## src/rtl/seq_divider.sv

```systemverilog
// seq_divider: restoring divider, one quotient bit per clock with registered quotient/remainder and a done pulse.
// Define SEQ_DIVIDER_SIGNED_EN for two's-complement operands (truncating quotient, remainder takes dividend sign).
module seq_divider #(
  parameter int WIDTH = 4
) (
  input  logic             clk,
  input  logic             rst_n,
  input  logic             start,
  input  logic [WIDTH-1:0] dividend,
  input  logic [WIDTH-1:0] divisor,
  output logic             busy,
  output logic             done,
  output logic [WIDTH-1:0] quotient,
  output logic [WIDTH-1:0] remainder,
  output logic             div_by_zero
);
  localparam logic [1:0] IDLE = 2'd0, RUN = 2'd1, DONE = 2'd2;
  localparam int CW = $clog2(WIDTH + 1);
  logic [1:0] state, nxt;
  logic [CW-1:0] cnt;
  logic [WIDTH-1:0] rem, dvd, dsr, a_mag, b_mag, q_res, r_res, r_sel;
  logic [WIDTH:0] rem_sh;
  logic [WIDTH+1:0] diff;
  logic fit, dz, load, step, busy_d, done_d;
`ifdef SEQ_DIVIDER_SIGNED_EN
  logic sa, sb;
  assign a_mag = dividend[WIDTH-1] ? -dividend : dividend;
  assign b_mag = divisor[WIDTH-1] ? -divisor : divisor;
  assign r_sel = dz ? dvd : rem;
  assign q_res = dz ? '1 : ((sa ^ sb) ? -dvd : dvd);
  assign r_res = sa ? -r_sel : r_sel;
`else
  assign a_mag = dividend;
  assign b_mag = divisor;
  assign r_sel = dz ? dvd : rem;
  assign q_res = dz ? '1 : dvd;
  assign r_res = r_sel;
`endif
  // A fitting difference is below the divisor, so both top bits are clear exactly when the trial succeeds.
  assign rem_sh = {rem, dvd[WIDTH-1]};
  assign diff = {1'b0, rem_sh} - {2'b00, dsr};
  assign fit = diff[WIDTH+1:WIDTH] == 2'b00;
  always_ff @(posedge clk or negedge rst_n)
    if (!rst_n) state <= IDLE;
    else state <= nxt;
  always_comb
    nxt = (state == IDLE) ? (start ? ((divisor == '0) ? DONE : RUN) : IDLE) :
          (state == RUN) ? ((cnt == CW'(WIDTH - 1)) ? DONE : RUN) : IDLE;
  always_comb begin
    load = (state == IDLE) && start;
    step = state == RUN;
    busy_d = nxt == RUN;
    done_d = state == DONE;
  end
  always_ff @(posedge clk or negedge rst_n)
    if (!rst_n) begin
      rem <= '0;
      dvd <= '0;
      dsr <= '0;
      dz <= 1'b0;
      cnt <= '0;
`ifdef SEQ_DIVIDER_SIGNED_EN
      sa <= 1'b0;
      sb <= 1'b0;
`endif
    end else if (load) begin
      rem <= '0;
      dvd <= a_mag;
      dsr <= b_mag;
      dz <= divisor == '0;
      cnt <= '0;
`ifdef SEQ_DIVIDER_SIGNED_EN
      sa <= dividend[WIDTH-1];
      sb <= divisor[WIDTH-1];
`endif
    end else if (step) begin
      rem <= fit ? diff[WIDTH-1:0] : rem_sh[WIDTH-1:0];
      dvd <= {dvd[WIDTH-2:0], fit};
      cnt <= cnt + 1'b1;
    end
  always_ff @(posedge clk or negedge rst_n)
    if (!rst_n) begin
      busy <= 1'b0;
      done <= 1'b0;
      quotient <= '0;
      remainder <= '0;
      div_by_zero <= 1'b0;
    end else begin
      busy <= busy_d;
      done <= done_d;
      if (done_d) begin
        quotient <= q_res;
        remainder <= r_res;
        div_by_zero <= dz;
      end
    end
endmodule

```

## config.mk

```make
export PLATFORM = sky130hd
export DESIGN_NAME = seq_divider
export DESIGN_NICKNAME = d
export VERILOG_FILES = /design/src/rtl/seq_divider.sv
export SDC_FILE = /design/constraint.sdc
export NUM_CORES = 1
export LEC_CHECK = 0
export ABC_AREA = 1
export ABC_CLOCK_PERIOD_IN_PS = 1720
export BUFFER_PORTS_ARGS = -buffer_cell sky130_fd_sc_hd__buf_2
export CAP_MARGIN = 20
export CORE_MARGIN = 2
export CORE_UTILIZATION = 50
export CTS_BUF_LIST = sky130_fd_sc_hd__clkbuf_16
export CTS_CLUSTER_SIZE = 10
export DETAILED_ROUTE_END_ITERATION = 8
export PLACE_DENSITY = 0.75
export REMOVE_ABC_BUFFERS = 1
export SKIP_CTS_REPAIR_TIMING = 1
export SLEW_MARGIN = 20
export SYNTH_ARGS = -nofsm -noshare
export SYNTH_HDL_FRONTEND = slang
export SYNTH_SLANG_ARGS = --single-unit
```

## constraint.sdc

```tcl
create_clock -name clk -period 1.72 [get_ports clk]
set_clock_uncertainty 0.1 [all_clocks]
set_input_delay 0 -clock clk [delete_from_list [all_inputs] [get_ports clk]]
set_output_delay 0 -clock clk [all_outputs]
set_load 0.02 [all_outputs]
```

# Yosys cells after proc, flatten, opt, wreduce, memory -nomap -nowiden
# Index checks and enable logic that the tools add are counted.
dict set report classes {
  n_addsub 2
  n_eq_ne 4
  n_mux 14
  n_reduce_logical 5
}
# operator n
set ops {}
lappend ops {{4-bit two-way mux} 7}
lappend ops {{2-bit two-way mux} 5}
lappend ops {{3-bit two-way mux} 2}
lappend ops {{5-bit by 4-bit subtractor with 6-bit output} 1}
lappend ops {{2-bit by 1-bit == test with 1-bit output (second input constant)} 2}
lappend ops {{2-bit logical NOT} 2}
lappend ops {{4-bit logical NOT} 1}
lappend ops {{3-bit by 1-bit adder with 3-bit output (second input constant)} 1}
lappend ops {{3-bit by 2-bit == test with 1-bit output (second input constant)} 1}
lappend ops {{2-bit == test (second input constant)} 1}
lappend ops {{2-bit nonzero test} 1}
lappend ops {{1-bit logical AND} 1}
dict set report word_totals {
  reg_bits 29
  inputBits 11
  elab_cells 36
}

# Depth between registers and ports, before layout
dict set report depth {
  word_depth 5
  ltp_mapped 12
}

# Worst setup path before layout
# No wires, ideal clock.
dict set report synth_timing {
  path_kind {register to register}
  startpoint {register dvd[3]}
  endpoint {register rem[0]}
  setup_ns 0.117
  t_arrival_ns 1.514
  slack_ns -0.011
  path_stages_with_launch 13
  path_buffers 0
  period_less_slack_ns 1.731
  path_cell_list {dfrtp_1 -> inv_2 -> ha_1 -> inv_1 -> fa_1 -> nand2_1 -> nand2_1 -> nand3_1 -> nand2_2 -> nand2_4 -> nand2_1 -> nand3_1 -> nand2_1}
}
dict set report synth_via {
  elab_chain_cells 5
}
# item line
set synth_lines {}
lappend synth_lines {{from (decl)} 21} ;# logic [WIDTH-1:0] rem, dvd, dsr, a_mag, b_mag, q_res, r_res, r_sel;
lappend synth_lines {{from (signal assigned)} 68} ;# dvd <= a_mag;
lappend synth_lines {{from (signal assigned)} 78} ;# dvd <= {dvd[WIDTH-2:0], fit};
lappend synth_lines {{5-bit by 4-bit subtractor with 6-bit output} 41} ;# assign diff = {1'b0, rem_sh} - {2'b00, dsr};
lappend synth_lines {{2-bit logical NOT} 42} ;# assign fit = diff[WIDTH+1:WIDTH] == 2'b00;
lappend synth_lines {{4-bit two-way mux *} 77} ;# rem <= fit ? diff[WIDTH-1:0] : rem_sh[WIDTH-1:0];
lappend synth_lines {{4-bit two-way mux *} 76} ;# end else if (step) begin
lappend synth_lines {{4-bit two-way mux *} 66} ;# end else if (load) begin
lappend synth_lines {{to (signal assigned)} 77}
lappend synth_lines {{to (decl)} 21}
# Mark *: on every way between the ends. The rest lies on a longest branch, timed or not. The select of a mux whose other input is x is not followed.
# A chain may end at the register's enable or synchronous reset.

# Worst setup path in the final report
dict set report layout_timing {
  startpoint {register dvd[3]}
  endpoint {register rem[3]}
}
dict set report layout_via {
  elab_chain_cells 5
}
# item line
set layout_lines {}
lappend layout_lines {{5-bit by 4-bit subtractor with 6-bit output *} 41}
lappend layout_lines {{2-bit logical NOT} 42}
lappend layout_lines {{4-bit two-way mux *} 77}
lappend layout_lines {{4-bit two-way mux *} 76}
lappend layout_lines {{4-bit two-way mux *} 66}
# Marked as above.

==> metrics.md <==
| Metric | Value |
|---|---|
| Synth unique cells | `23` |
| Die Width | `57.20 µm` |
| Synthesis Warnings | `0` |
| GRT Util Overall | `20.75%` |
| # clock sinks | `29` |
| Seq pwr share | `28.2%` |
| Static leakage | `0.9667 nW` |
| Vias | `1,226` |
| Slew HR | `57.45%` |
| Global-route wire length before repair | `4968 µm` |
| Latest clock arrival within the worst-skew pair | `0.27 ns` |
| GR Layer Usage met3 | `7.710%` |
| Critical path, cell by cell | `inv_2 -> ha_4 -> inv_2 -> fa_2 -> nand2_1 -> nand2_1 -> nand3_2 -> nand2_4 -> nand2_4 -> nand2_2 -> nand3_1 -> nand2_1` |
| Sequential-to-total area share from yosys stat | `51.28%` |
| Slew @ Worst Pin | `0.6383 ns` |
| Vias per inst | `5.151` |
| Max_cap viols | `0` |
| Cells after Synth | `165` |
| Routed wire length | `3277 µm` |
| Largest net degree at the start of global routing | `30` |
| Fin. max-slew vios | `0` |
| I/O Buffers | `21` |
| Failing checks | `negative setup slack` |
| Cell Rows | `19` |
| Drt pass-1 iters | `6` |
| Worst path arrival time | `1.87 ns` |
| Slowest-stage cell, CP | `dfrtp_1` |
| RSZ-0062 raised after global routing | `true` |
| Switch share | `44.34%` |
| Outcome | `complete, but fails checks` |
| Reg clk slew, reported paths | `0.05 ns` |
| Post-Place Worst Slack | `-0.1451 ns` |
| GR Layer Usage met1 | `26.00%` |
| Mapped Area | `1415 µm²` |
| Gr busiest metal | `met2` |
| Total grt overflow | `0` |
| Clk root buf | `clkbuf_16` |
| Hpwl dp | `2120 µm` |
| Critical Path Sink Type | `flip-flop` |
| P&R area growth vs syn | `32.80%` |
| WP data required | `1.78 ns` |
| Combinational power share | `53.9%` |
| CTS tree | `yes` |
| Clock power share | `17.9%` |
| DR iter-0 viols | `42` |
| Clock buffer count from CTS | `5` |
| DRC viols | `0` |
| CTS H-tree depth | `2` |
| Number of global-route vias before repair | `1,087` |
| Initial antenna violation count | `0` |
| Final Wtd Congestion | `0.8984` |
| Ports | `22` |
| Xor and xnor area share after synthesis | `0.6189%` |
| Flops & latches, synth | `29` |
| VDD IR max | `0.001586 V` |
| Reg2Reg Setup Slack | `-0.09 ns` |
| Die area | `3272 µm²` |
| Maximum clock frequency | `551.7 MHz` |
| Hold slack | `0.07756 ns` |
| Worst path setup slack after routing | `-0.09272 ns` |
| Largest family of logic cells by synthesized area | `simple AND/OR/NAND/NOR gates` |
| Crit-path most repeated cell | `nand2_1` |
| CTS Buffer Depth | `2` |
| Syn avg cell area | `8.576 µm²` |
| Worst Setup Start Kind | `flip-flop` |
| ANT cells | `0` |
| Die H | `57.20 µm` |
| Tmin final | `1.813 ns` |
| Post-layout util | `68.74%` |
| Layout cell share with drive strength beyond 1 | `27.54%` |
| Wire per inst | `13.77 µm` |
| Initial cell density of the core | `51.76%` |
| Setup violators final | `4` |
| Final hold vios | `0` |
| NumNets Final | `225` |
| Placed Instances | `221` |
| Final worst-path cycle share | `105.4%` |
| Antenna Nets Post-Route | `0` |
| Routing usage on met2 | `32.84%` |
| Power Density | `2300 nW/µm²` |
| Crit-path max FO | `5` |
| Compound-Gate Fraction of Synth Area | `11.14%` |
| Crit path largest cell delay | `0.38 ns` |
| Hold crit path type | `in2reg` |
| Setup CP Type | `reg2reg` |
| Internal power | `2.406 mW` |
| Post-synthesis simple-gate area fraction | `22.46%` |
| Multiplexer share of the synthesized area | `0%` |
| Post-synthesis adder-cell area fraction | `6.720%` |
| Layout Cells excl Fill | `238` |
| Switching power total | `1.917 mW` |
| Core Region | `2734 µm²` |
[layout make-up]
| type | instances | area [µm²] |
|---|---|---|
| Fill cell | 190 | 854.6 |
| Clock inverter | 2 | 7.507 |
| Tap cell | 31 | 38.79 |
| Sequential cell | 29 | 725.7 |
| Inverter | 26 | 100.1 |
| Clock buffer | 5 | 125.1 |
| Timing Repair Buffer | 37 | 247.7 |
| Multi-Input combinational cell | 108 | 634.4 |
[power by group through the flow]
stage          logic, mW  clock network (mW)  registers [mW]
3_3_place_gp        1.95                   0            1.20
2_1_floorplan       1.34                   0            1.33
3_5_place_dp        2.03                   0            1.22
5_1_grt             2.59               0.826            1.26
6_report            2.33               0.774            1.22
4_1_cts             2.05               0.787            1.21
[cell usage after synthesis (all sizes together)]
library cell / instances / area [µm²]
buf: 2 / 10.01
o221ai: 2 / 17.52
ha: 6 / 75.07
a22o: 1 / 8.760
nand3: 12 / 65.06
nor2: 19 / 71.32
o21ai: 16 / 80.08
o21bai: 1 / 7.510
nand2: 39 / 168.9
xnor2: 1 / 8.760
inv: 26 / 100.1
nand4: 1 / 6.260
dfrtp: 29 / 725.7
or2: 1 / 6.260
a21oi: 6 / 30.03
o22ai: 1 / 6.260
fa: 1 / 20.02
a22oi: 1 / 7.510
[stage by stage]
| stage | setup TNS [ns] | power (mW) | cell area (µm²) |
|---|---|---|---|
| 3_5_place_dp | -0.5474 | 3.243 | 1594 |
| 6_report | -0.3421 | 4.322 | 1879 |
| 5_1_grt | -0.7773 | 4.677 | 1879 |
| 3_3_place_gp | -0.1636 | 3.156 | 1594 |
| 2_1_floorplan | -0.04493 | 2.672 | 1405 |
| 4_1_cts | -0.5933 | 4.049 | 1727 |
[layout by cell type (no fill, tap or decap), types with 2 or more instances in the layout]
cell,synthesis,final
o21ai_1,16,16
o221ai_1,2,2
buf_2,2,21
nand2_1,34,30
clkbuf_16,0,5
buf_4,0,7
a21oi_1,6,6
inv_1,20,20
inv_2,5,6
dfrtp_1,29,29
nand3_2,1,6
nand2_4,2,3
nand3_1,11,6
nor2_1,19,19
ha_1,6,5
dlygate4sd3_1,0,9
nand2_2,3,6
[state kept, by name (all words and copies together), names as in the netlist]
signal       cells
state            2
remainder        4
cnt              3
dvd              4
dsr              4
busy             1
done             1
quotient         4
div_by_zero      1
rem              4
dz               1
[cells by family after synthesis]
logic type / count (synthesis)
DFF: 29
adders and majority gates: 7
AOI/OAI and AO/OA: 28
xor gates and xnor gates: 1
buffers and inverters: 28
and+or+nand+nor: 72
[worst max-delay path, delay by kind of cell (launching register included)]
family / cells / cell delay [ns]
flops: 1 / 0.38
fa+ha+maj: 2 / 0.50
buf+inv: 2 / 0.12
simple gates: 8 / 0.60
[routing by layer]
| metal | routed length [µm] | part of all wire, % |
|---|---|---|
| met5 | 0 | 0 |
| met4 | 51 | 1.6 |
| met3 | 150 | 4.6 |
| met2 | 1638 | 50 |
| met1 | 1436 | 44 |
[worst paths after layout]
check | to | cells after the start | start
max in group asynchronous | quotient[1] | 2 | rst_n
max reg2reg | rem[3] | 12 | dvd[3]
min in group asynchronous | rem[2] | 2 | rst_n
max | rem[3] | 12 | dvd[3]
min | state[1] | 3 | start
min reg2reg | cnt[0] | 1 | cnt[0]
Note: power is estimated with default switching activity, not from simulation.
